$ cat config.mk
export PLATFORM = sky130hd
export DESIGN_NAME = fetch_resp_ctrl
export DESIGN_NICKNAME = d
export VERILOG_FILES = /design/src/rtl/fetch_resp_pkg.sv /design/src/rtl/fetch_resp_chan.sv /design/src/rtl/fetch_resp_ctrl.sv
export SDC_FILE = /design/constraint.sdc
export NUM_CORES = 1
export LEC_CHECK = 0
export ABC_CLOCK_PERIOD_IN_PS = 4300
export BUFFER_PORTS_ARGS = -buffer_cell sky130_fd_sc_hd__clkbuf_2
export CORE_MARGIN = 3
export CORE_UTILIZATION = 59
export CTS_CLUSTER_SIZE = 14
export DETAILED_ROUTE_END_ITERATION = 8
export PLACE_DENSITY = 0.85
export SETUP_SLACK_MARGIN = 0.3
export SLEW_MARGIN = 10
export SYNTH_ARGS = -nofsm -noshare
export SYNTH_HDL_FRONTEND = slang
export SYNTH_SLANG_ARGS = --single-unit
$ cat constraint.sdc
create_clock -name clk -period 4.3 [get_ports clk]
set_input_delay 0.86 -clock clk [delete_from_list [all_inputs] [get_ports clk]]
set_output_delay 0.86 -clock clk [all_outputs]
set_load 0.03 [all_outputs]
$ cat src/rtl/fetch_resp_pkg.sv
// Shared types and sizing helpers for the multi-channel fetch responder.
package fetch_resp_pkg;

    // Per-channel controller states.
    typedef enum logic [1:0] {
        IDLE = 2'd0,
        HIT  = 2'd1,
        WAIT = 2'd2
    } fetch_state_e;

    // Width needed for a latency counter that must hold values 0..max_lat.
    function automatic int unsigned lat_width(input int unsigned max_lat);
        return (max_lat < 1) ? 1 : $clog2(max_lat + 1);
    endfunction

    // Default ack window upper bound and the counter width it implies.
    localparam int unsigned DEF_MAX_LAT = 5;
    localparam int unsigned DEF_LAT_W   = lat_width(DEF_MAX_LAT);

endpackage

$ cat src/rtl/fetch_resp_chan.sv
// One fetch channel: serves a hit directly or tracks a miss through its ack window.
module fetch_resp_chan
    import fetch_resp_pkg::*;
#(
    parameter int unsigned MIN_LAT = 1,
    parameter int unsigned MAX_LAT = 5
) (
    input  logic clk,
    input  logic rst,
    input  logic fetch,
    input  logic cache_hit,
    input  logic ack,
    output logic req,
    output logic data_ready,
    output logic done,
    output logic ok,
    output logic err_early,
    output logic err_timeout,
    output logic busy
);

    localparam int unsigned LAT_W = lat_width(MAX_LAT);

    fetch_state_e     state_q;
    fetch_state_e     state_d;
    logic [LAT_W-1:0] lat_q;
    logic [LAT_W-1:0] lat_d;
    logic             data_ready_d;
    logic             done_d;
    logic             ok_d;
    logic             err_early_d;
    logic             err_timeout_d;

    // Next-state, latency count and completion pulses for this channel.
    always_comb begin
        state_d       = state_q;
        lat_d         = lat_q;
        data_ready_d  = 1'b0;
        done_d        = 1'b0;
        ok_d          = 1'b0;
        err_early_d   = 1'b0;
        err_timeout_d = 1'b0;
        case (state_q)
            IDLE: begin
                if (fetch) begin
                    if (cache_hit) begin
                        state_d      = HIT;
                        data_ready_d = 1'b1;
                        done_d       = 1'b1;
                    end else begin
                        state_d = WAIT;
                        lat_d   = LAT_W'(1);
                    end
                end
            end
            HIT: begin
                state_d = IDLE;
            end
            WAIT: begin
                if (ack) begin
                    state_d = IDLE;
                    lat_d   = '0;
                    if (lat_q < LAT_W'(MIN_LAT)) begin
                        err_early_d = 1'b1;
                    end else begin
                        done_d = 1'b1;
                        ok_d   = 1'b1;
                    end
                end else if (lat_q == LAT_W'(MAX_LAT)) begin
                    state_d       = IDLE;
                    lat_d         = '0;
                    err_timeout_d = 1'b1;
                end else begin
                    lat_d = lat_q + LAT_W'(1);
                end
            end
            default: begin
                state_d = IDLE;
                lat_d   = '0;
            end
        endcase
    end

    // State, counter and registered outputs; req/busy follow the state being entered.
    always_ff @(posedge clk) begin
        if (rst) begin
            state_q     <= IDLE;
            lat_q       <= '0;
            req         <= 1'b0;
            busy        <= 1'b0;
            data_ready  <= 1'b0;
            done        <= 1'b0;
            ok          <= 1'b0;
            err_early   <= 1'b0;
            err_timeout <= 1'b0;
        end else begin
            state_q     <= state_d;
            lat_q       <= lat_d;
            req         <= (state_d == WAIT);
            busy        <= (state_d != IDLE);
            data_ready  <= data_ready_d;
            done        <= done_d;
            ok          <= ok_d;
            err_early   <= err_early_d;
            err_timeout <= err_timeout_d;
        end
    end

endmodule

$ cat src/rtl/fetch_resp_ctrl.sv
// Multi-channel fetch responder with aggregate saturating event statistics.
module fetch_resp_ctrl
    import fetch_resp_pkg::*;
#(
    parameter int unsigned NUM_CH  = 4,
    parameter int unsigned MIN_LAT = 1,
    parameter int unsigned MAX_LAT = 5,
    parameter int unsigned CNT_W   = 16
) (
    input  logic              clk,
    input  logic              rst,
    input  logic [NUM_CH-1:0] fetch,
    input  logic [NUM_CH-1:0] cache_hit,
    input  logic [NUM_CH-1:0] ack,
    output logic [NUM_CH-1:0] req,
    output logic [NUM_CH-1:0] data_ready,
    output logic [NUM_CH-1:0] done,
    output logic [NUM_CH-1:0] err_early,
    output logic [NUM_CH-1:0] err_timeout,
    output logic [NUM_CH-1:0] busy,
    output logic [CNT_W-1:0]  stat_hit,
    output logic [CNT_W-1:0]  stat_ok,
    output logic [CNT_W-1:0]  stat_err
);

    localparam int unsigned PC_W  = $clog2(NUM_CH + 1);
    localparam int unsigned SUM_W = ((CNT_W > PC_W) ? CNT_W : PC_W) + 1;
    localparam logic [CNT_W-1:0] CNT_MAX = {CNT_W{1'b1}};

    logic [NUM_CH-1:0] ok;
    logic [PC_W-1:0]   pc_hit;
    logic [PC_W-1:0]   pc_ok;
    logic [PC_W-1:0]   pc_err;

    // Add an event count to a statistic, clamping at all-ones.
    function automatic logic [CNT_W-1:0] sat_add(input logic [CNT_W-1:0] cnt,
                                                 input logic [PC_W-1:0]  inc);
        logic [SUM_W-1:0] sum;
        sum = SUM_W'(cnt) + SUM_W'(inc);
        if (sum > SUM_W'(CNT_MAX)) begin
            return CNT_MAX;
        end
        return CNT_W'(sum);
    endfunction

    for (genvar g = 0; g < NUM_CH; g++) begin : g_chan
        fetch_resp_chan #(
            .MIN_LAT (MIN_LAT),
            .MAX_LAT (MAX_LAT)
        ) u_chan (
            .clk         (clk),
            .rst         (rst),
            .fetch       (fetch[g]),
            .cache_hit   (cache_hit[g]),
            .ack         (ack[g]),
            .req         (req[g]),
            .data_ready  (data_ready[g]),
            .done        (done[g]),
            .ok          (ok[g]),
            .err_early   (err_early[g]),
            .err_timeout (err_timeout[g]),
            .busy        (busy[g])
        );
    end

    // Per-cycle popcounts of the visible event pulses across all channels.
    always_comb begin
        pc_hit = '0;
        pc_ok  = '0;
        pc_err = '0;
        for (int unsigned i = 0; i < NUM_CH; i++) begin
            pc_hit = pc_hit + PC_W'(data_ready[i]);
            pc_ok  = pc_ok  + PC_W'(ok[i]);
            pc_err = pc_err + PC_W'(err_early[i] | err_timeout[i]);
        end
    end

    // Saturating statistics, updated the cycle after each pulse is seen.
    always_ff @(posedge clk) begin
        if (rst) begin
            stat_hit <= '0;
            stat_ok  <= '0;
            stat_err <= '0;
        end else begin
            stat_hit <= sat_add(stat_hit, pc_hit);
            stat_ok  <= sat_add(stat_ok,  pc_ok);
            stat_err <= sat_add(stat_err, pc_err);
        end
    end

endmodule
# After elaboration in Yosys (flattened, before gate mapping)
# Index checks and enable logic that the tools add are counted.
[classes] muxes=80 n_addsub=16 n_reduce_logical=28 eq_ne=24 bitwise=20 order_cmp=7
[op_table] cell="$mux 16" n=6
[op_table] cell="$add 16x3->17" n=3
[op_table] cell="$gt 17x16->1 const B" n=3
[op_table] cell="$mux 3" n=16
[op_table] cell="$pmux 3 s3" n=4
[op_table] cell="$mux 2" n=16
[op_table] cell="$mux 1" n=30
[op_table] cell="$reduce_or 3->1" n=8
[op_table] cell="$eq 2x2->1 const B" n=8
[op_table] cell="$ne 2x2->1 const B" n=8
[op_table] cell="$not 1->1" n=16
[op_table] cell="$pmux 2 s2" n=4
[op_table] cell="$reduce_or 2->1" n=8
[op_table] cell="$add 3x1->3 const B" n=4
[op_table] cell="$eq 3x3->1 const B" n=4
[op_table] cell="$lt 3x1->1 const B" n=4
[op_table] cell="$reduce_and 3->1" n=4
[op_table] cell="$add 2x1->3" n=3
[op_table] cell="$add 3x1->3" n=3
[op_table] cell="$eq 2x1->1 const B" n=4
[op_table] cell="$logic_not 2->1" n=4
[op_table] cell="$pmux 1 s2" n=4
[op_table] cell="$reduce_bool 2->1" n=4
[op_table] cell="$add 1x1->2" n=3
[op_table] cell="$or 1x1->1" n=4
[totals] word_cells=214 inputBits=14 output_inout_bits=72 regBits=96

# Longest topological paths before layout
# Gate-level depths: netlist of run 1.
[logic_depth] depth_word=9 ltp_mapped=10

# Cells and area by module
# Synthesis of run 1 repeated with hierarchy kept, for this count alone.
[unflattened] cells_unflattened=440 hier_area_um2=4232.8
[modules_own_cells] mod="fetch_resp_ctrl" cells_per_inst=272 instances=1 seq_area_each_um2=960.9 area_each_um2=2511.2
[modules_own_cells] mod="fetch_resp_chan" cells_per_inst=42 instances=4 seq_area_each_um2=240.2 area_each_um2=430.4

# Worst setup path before layout of run 1
# OpenSTA, ideal clock, no wires.
[synth_path] path_type="register to register" startpoint="reg stat_err[0]" endpoint="reg stat_err[15]" path_slack_ns=1.314 t_required_ns=4.182 path_stages_with_launch=10 setup_ns=0.118 arrival_time_ns=2.868 path_cell_list="dfxtp_1 > inv_1 > fa_1 > inv_1 > fa_1 > fa_1 > nand3_1 > nor2_1 > or4_1 > o2111a_1"
[synth_between] elab_chain_len=5
[synth_lines] item="start, declared" line="fetch_resp_ctrl.sv:23" source="output logic [CNT_W-1:0] stat_err"
[synth_lines] item="start signal, assigned" line="fetch_resp_ctrl.sv:87" source="stat_err <= sat_add(stat_err, pc_err);"
[synth_lines] item="$add 16x3->17 *" line="fetch_resp_ctrl.sv:39" source="sum = SUM_W'(cnt) + SUM_W'(inc);"
[synth_lines] item="$gt 17x16->1" line="fetch_resp_ctrl.sv:40" source="if (sum > SUM_W'(CNT_MAX)) begin"
[synth_lines] item="$mux 1" line="fetch_resp_ctrl.sv:40"
[synth_lines] item="$mux 1" line="fetch_resp_ctrl.sv:80" source="if (rst) begin"
[synth_lines] item="$mux 16 *" line="fetch_resp_ctrl.sv:43" source="return CNT_W'(sum);"
# Mark *: on every way between the ends. The rest lies on a longest branch, timed or not. The select of a mux whose other input is x is not followed.
# A chain may end at the register's enable or synchronous reset.

# Worst setup path after layout of run 1
[layout_path] startpoint="reg stat_ok[0]" endpoint="reg stat_ok[6]"
[layout_between] elab_chain_len=5
[layout_lines] item="start, declared" line="fetch_resp_ctrl.sv:22" source="output logic [CNT_W-1:0] stat_ok,"
[layout_lines] item="start signal, assigned" line="fetch_resp_ctrl.sv:86" source="stat_ok <= sat_add(stat_ok, pc_ok);"
[layout_lines] item="$add 16x3->17 *" line="fetch_resp_ctrl.sv:39"
[layout_lines] item="$gt 17x16->1" line="fetch_resp_ctrl.sv:40"
[layout_lines] item="$mux 1" line="fetch_resp_ctrl.sv:40"
[layout_lines] item="$mux 1" line="fetch_resp_ctrl.sv:80"
[layout_lines] item="$mux 16 *" line="fetch_resp_ctrl.sv:43"
# Marks and branches as above.

==> impl_metrics.toml, run 1 <==
[power_and_ir_drop]
p_leak_nw = 1.930
ir_drop_v = 0.0001961
power_frac_comb_pct = 7.2
seqPwrFrac_pct = 53.7
p_int_mw = 1.316
swShare_pct = 23.87
power_switching_mw = 0.4126
power_density_mw_per_mm2 = 359.8
clock_power_share_pct = 39.0

[logic_synthesis]
yosys_most_used_dff = "dfxtp_1"
synth_nets = 487
yosysWarnings = 0
synth_edf_count = 0
synth_cell_types = 47
synth.avg_cell_area_um2 = 9.187
ys_async_sr_fraction_pct = 0
syn-instance-count = 461
ys_ff_latch = 96
syn_area_mm2 = 0.004235
ys_seq_area_share_pct = 45.38

[timing]
finalMaxSlewViolations = 0
hold_viol = 0
grt_setup_unrepaired = "false"
setup_viol = 0
min_period_ps = 2914
clock_skew_ps = 12.60
period_share_pct = 67.76
timing.setup.tns_ps = 0
relSlewSlack_pct = 28.23
fmax_mhz = 343.2
worstMarginPinSlew_ps = 1076

[global_routing]
overflow = 0
grt_max_degree = 53
grt_pass1_wl_um = 14890
grt_usage_pct = 21.69
grt_pass1_vias = 3199
antenna_found_initial = 0

[setup_path]
arrival_ps = 3190
worst_setup_path_end_kind = "flip-flop"
crit_fanout = 12
crit_required_ps = 4580
crit_path_start_kind = "flip-flop"
critical_path_class = "flip-flop to flip-flop"

[clock_tree]
cts_buffer_depth = 2
htreeDepth = 3
clk_pin_slew_ps = 90
cts_setup_buffers = 0
cts_resized = 0
cts_made_buffers = 9
numClockSinks = 96
hold_buffers = 0
cts_tree = "done"
cts_root_buf = "clkbuf_8"
clk_latency_ps = 350

[placement]
gp_congestion = 0.8557
place_area_mm2 = 0.004567
port_buffers = 85
dp_hpwl_um = 6272

[cells_and_area]
nNetsFinal = 549
fill_cells = 560
final_area_mm2 = 0.004805
regArea_mm2 = 0.001922
drive_above_1_share_pct = 20.64
final_util_pct = 69.95
layout_common_cells = "96 x dfxtp_1, 85 x clkbuf_2, 43 x a21oi_1"
antenna_cells = 0
layout_commonest_cell = "dfxtp_1"
multi_input_area_mm2 = 0.001972
syn_to_final_growth_pct = 13.44

[floorplanning]
die_w_um = 90.73
die_area_mm2 = 0.008231
io_pins = 86
core_mm2 = 0.006869
fp-row-count = 30
die_h_um = 90.73
initial_core_util_pct = 61.66

[detailed_routing]
dr.pass1.iters = 4
wirelength_um = 8668
viasPerCell = 5.550
post-route-drc-count = 0
via_count = 3463
ant_nets = 0
drt_first_iter_violations = 153
wire_per_inst_um = 13.89

[flow_run]
drv_cap = 0

[run_status]
outcome = "complete, no violations"

[worst_hold_path]
hold_class = "flip-flop to flip-flop"
## Yosys cell counts, types with 5 or more instances
| library cell | count | share of area [%] |
|---|---|---|
| inv_1 | 32 | 2.8 |
| nor4b_1 | 6 | 1.2 |
| o21bai_1 | 5 | 0.89 |
| nor3_1 | 21 | 2.5 |
| dfxtp_1 | 96 | 45 |
| xnor2_1 | 19 | 3.9 |
| nor2_1 | 25 | 2.2 |
| nand2_1 | 23 | 2.0 |
| xor2_1 | 6 | 1.2 |
| o21ai_0 | 11 | 1.3 |
| nand2b_1 | 6 | 0.89 |
| buf_1 | 5 | 0.44 |
| a31oi_1 | 9 | 1.3 |
| nand4b_1 | 5 | 1.0 |
| a21oi_1 | 43 | 5.1 |
| nand3_1 | 17 | 2.0 |
| nor4_1 | 7 | 1.0 |
| fa_1 | 9 | 4.3 |
| clkbuf_1 | 6 | 0.53 |
| nand4_1 | 9 | 1.3 |
| nor2b_1 | 13 | 1.9 |
| nor3b_1 | 11 | 1.9 |
| buf_4 | 24 | 4.3 |
## final cells by class
class                           instances  area share [%]
Multi-Input combinational cell        298           41.04
Sequential cell                        96           40.00
Timing Repair Buffer                   86           9.010
Clock buffer                           11           3.151
Inverter                               32           2.500
Tap cell                               96           2.500
Clock inverter                          5           1.797
## cells by family (layout without fill, tap and decap cells)
logic type | count (synthesis) | after routing | synth area share (%)
fa+ha+maj | 12 | 12 | 5.140
compound gates | 91 | 91 | 13.12
simple gates | 169 | 169 | 22.89
buf+inv | 67 | 134 | 8.065
xor+xnor | 25 | 25 | 5.170
mux | 1 | 1 | 0.2363
flops | 96 | 96 | 45.38
## layer usage
metal  track usage, %  part of all wire (%)
met1            29.34                    45
met2            33.72                    48
met3            6.000                   6.2
met4            6.760                  0.59
met5                0                     0
## flip-flops by register name (all words and copies together) (netlist names)
name and cells:
g_chan.u_chan.data_ready 4, g_chan.u_chan.lat_q 12, g_chan.u_chan.err_early 4, stat_ok 16, g_chan.u_chan.state_q 8, g_chan.u_chan.busy 4
stat_err 16, g_chan.u_chan.err_timeout 4, g_chan.u_chan.ok 4, g_chan.u_chan.req 4, stat_hit 16, g_chan.u_chan.done 4
## power groups by stage
stage	Sequential, mW	Clock [mW]	Combinational [mW]
global route	0.934	0.721	0.139
CTS	0.929	0.688	0.126
global placement	0.949	0	0.121
detailed placement	0.950	0	0.124
finish	0.929	0.675	0.125
floorplan	0.956	0	0.0923
## critical path, stage by stage, from the launching register on
cell      delay [ps]
dfxtp_1          340
fa_1             530
inv_1             50
fa_1             420
inv_1             80
fa_1             220
nand4_1          140
nor3_1           420
nand2b_1         390
a21oi_1          250
## path summary, 6_finish.rpt
path	cells after the start	start	end	slack, ps
setup / recovery	9	stat_ok[0]$_SDFF_PP0_	stat_ok[6]$_SDFF_PP0_	1390
hold reg to reg	2	g_chan[3].u_chan.lat_q[2]$_SDFFE_PP0P_	g_chan[3].u_chan.lat_q[2]$_SDFFE_PP0P_	520
setup reg to reg	9	stat_ok[0]$_SDFF_PP0_	stat_ok[6]$_SDFF_PP0_	1390
hold / removal	2	g_chan[3].u_chan.lat_q[2]$_SDFFE_PP0P_	g_chan[3].u_chan.lat_q[2]$_SDFFE_PP0P_	520
## per-stage QoR
| stage | cells | worst slack (ps) | power [mW] | hold WS (ps) |
|---|---|---|---|---|
| 5_1_grt | 624 | 1083 | 1.793 | 538.8 |
| 6_report | 624 | 1386 | 1.729 | 518.3 |
| 2_1_floorplan | 461 | 1314 | 1.048 | 472.5 |
| 4_1_cts | 624 | 1371 | 1.744 | 514.4 |
| 3_3_place_gp | 608 | 1473 | 1.070 | 486.8 |
| 3_5_place_dp | 608 | 1369 | 1.074 | 499.0 |
Power figures use the tool's default switching activity.
==> inputs of run 2 (changes only) <==
Settings changed: ABC_CLOCK_PERIOD_IN_PS 4300 to 2700, CORE_UTILIZATION 59 to 55, PLACE_DENSITY 0.85 to 0.8.
Clock period 4.3 ns to 2.7 ns, I/O delays scaled along.
==> impl_metrics.toml, run 2 (synthesis gave the netlist of run 1 again) <==
[placement]
port_buffers = 85
gp_congestion = 0.8247
place_area_mm2 = 0.004678
pre_cts_ws_ps = 124.6
dp_hpwl_um = 6423

[global_routing]
grt_pass1_wl_um = 15390
antenna_found_initial = 0
grt_usage_pct = 21.74
overflow = 0
grt_pass1_vias = 3288
grt_max_degree = 23

[cells_and_area]
syn_to_final_growth_pct = 25.02
layout_common_cells = "88 x dfxtp_1, 85 x clkbuf_2, 30 x inv_1"
final_area_mm2 = 0.005295
final_util_pct = 71.85
antenna_cells = 0
drive_above_1_share_pct = 34.00
nNetsFinal = 574
layout_commonest_cell = "dfxtp_1"
largestRegisters = "stat_err x16, stat_hit x16, stat_ok x16"

[setup_path]
worst_setup_path_end_kind = "flip-flop"
arrival_ps = 2800
crit_required_ps = 2950
timing.rr.start = "g_chan[2].u_chan.err_early$_SDFF_PP0_"
critical_path_class = "flip-flop to flip-flop"
worstPathCellList = "nor2_4 -> fa_1 -> inv_1 -> fa_2 -> fa_2 -> nand3_4 -> nor2_4 -> or4_1 -> o2111a_1"
worst_r2r_endpoint = "stat_err[15]$_SDFF_PP0_"
crit_path_start_kind = "flip-flop"
crit_fanout = 4
ff2ff_path_depth = 9
critical_path.max_stage_delay_ps = 530
reg2reg_slack_ps = 160
crit_path_top_delay_cell = "fa_1"

[floorplanning]
die_h_um = 93.75
die_w_um = 93.75
core_mm2 = 0.007370
initial_core_util_pct = 57.47
die_area_mm2 = 0.008789
fp-row-count = 31
io_pins = 86

[timing]
min_period_ps = 2543
timing.setup.tns_ps = 0
period_share_pct = 94.17
worstMarginPinSlew_ps = 717.9
finalWorstSetupSlack_ps = 157.4
fmax_mhz = 393.3
hold_viol = 0
relSlewSlack_pct = 52.04
finalMaxSlewViolations = 0
setup_viol = 0
clock_skew_ps = 7.677
grt_setup_unrepaired = "true"

[detailed_routing]
viasPerCell = 5.581
wire_per_inst_um = 15.19
via_count = 3639
wl_met1_um = 4297
route.met2.wl_um = 4915
post-route-drc-count = 0
dr.pass1.iters = 4
ant_nets = 0
met3_length_um = 551
maxUsedRoutingLayer = "met4"
drt_first_iter_violations = 157
wirelength_um = 9902

[power_and_ir_drop]
total_power_mw = 2.661
power_frac_comb_pct = 7.9
power_density_mw_per_mm2 = 502.5
p_leak_nw = 2.127
swShare_pct = 25.54
clock_power_share_pct = 36.4
power_switching_mw = 0.6797
p_int_mw = 1.981
ir_drop_v = 0.0005175
seqPwrFrac_pct = 55.7

[worst_hold_path]
hold_class = "primary input to flip-flop"
hold-path-cell-count = 3
min_from = "ack[3]"
worstHoldEndpoint = "g_chan[3].u_chan.err_early$_SDFF_PP0_"

[run_status]
outcome = "complete, no violations"

[clock_tree]
cts_made_buffers = 9
clk_pin_slew_ps = 100
numClockSinks = 96
cts_tree = "done"
cts_buffer_depth = 2
clk_latency_ps = 360
cts_root_buf = "clkbuf_8"
htreeDepth = 3

[flow_run]
drv_cap = 0
run 2: cell count changes in the layout (fill, tap and decap cells not counted), moves of 5 or more:
cell	delta
dfxtp_1	-8
nor3_1	-5
a21oi_2	+17
fa_2	+6
a21oi_1	-17
buf_6	+11
fa_1	-6
buf_4	+14
dfxtp_2	+6
run 2: worst max-delay path by stage:
| stage | from | end | slack, ps | cells after the start |
|---|---|---|---|---|
| detailed placement | g_chan[2].u_chan.ok$_SDFF_PP0_ | stat_ok[11]$_SDFF_PP0_ | 120 | 10 |
| finish | g_chan[2].u_chan.err_early$_SDFF_PP0_ | stat_err[15]$_SDFF_PP0_ | 160 | 9 |
| global route | g_chan[0].u_chan.err_early$_SDFF_PP0_ | stat_err[15]$_SDFF_PP0_ | 80 | 9 |
| floorplan | stat_err[0]$_SDFF_PP0_ | stat_err[15]$_SDFF_PP0_ | 250 | 9 |
| CTS | g_chan[2].u_chan.err_timeout$_SDFF_PP0_ | stat_err[15]$_SDFF_PP0_ | 220 | 9 |
| global placement | g_chan[2].u_chan.err_timeout$_SDFF_PP0_ | stat_err[15]$_SDFF_PP0_ | 220 | 9 |
run 2: power by group through the flow:
stage                     Combinational, mW  Sequential, mW  Clock, mW
after global placement                0.197            1.51          0
after global routing                  0.234            1.49       1.04
final                                 0.211            1.48      0.968
after floorplan                       0.148            1.52          0
after detailed placement              0.203            1.51          0
after CTS                             0.206            1.48      0.983
run 2: repair_timing:
| action | 4_1_cts | 5_1_grt |
|---|---|---|
| resized for setup | 20 | 47 |
| endpoints found under the hold margin | 0 | 0 |
| hold buffers | 0 | 0 |
| setup buffers | 6 | 9 |
| pin swaps | 5 | 15 |
| cloned | 1 | 2 |
| endpoints found under the setup margin | 31 | 46 |
run 2: routing by layer:
layer | GRT usage (%) | vias to the layer above
li1 | - | 1777
met1 | 28.15 | 1752
met2 | 35.07 | 99
met3 | 5.288 | 11
met4 | 8.183 | 0
met5 | 0 | -
run 2: final cells by class:
class                           count  area [µm²]
Clock buffer                       10       137.6
Clock inverter                      6       66.31
Fill cell                         540        2074
Inverter                           32       120.1
Multi-Input combinational cell    298        2248
Sequential cell                    96        1937
Tap cell                           99       123.9
Timing Repair Buffer              111       661.9
run 2: worst max-delay path: cells and delay by family (launching register included):
kind	cells	cell delay (ps)
buffers and inverters	1	50
AND/OR/NAND/NOR	4	620
adder cells (fa/ha/maj)	3	1260
AO/OA/AOI/OAI	1	140
flip-flops	1	360
run 2: metrics by stage:
step,hold WS [ps],std cells
detailed placement,497.1,618
global placement,489.2,618
CTS,447.2,641
global route,457.5,652
finish,450.1,652
floorplan,472.5,461
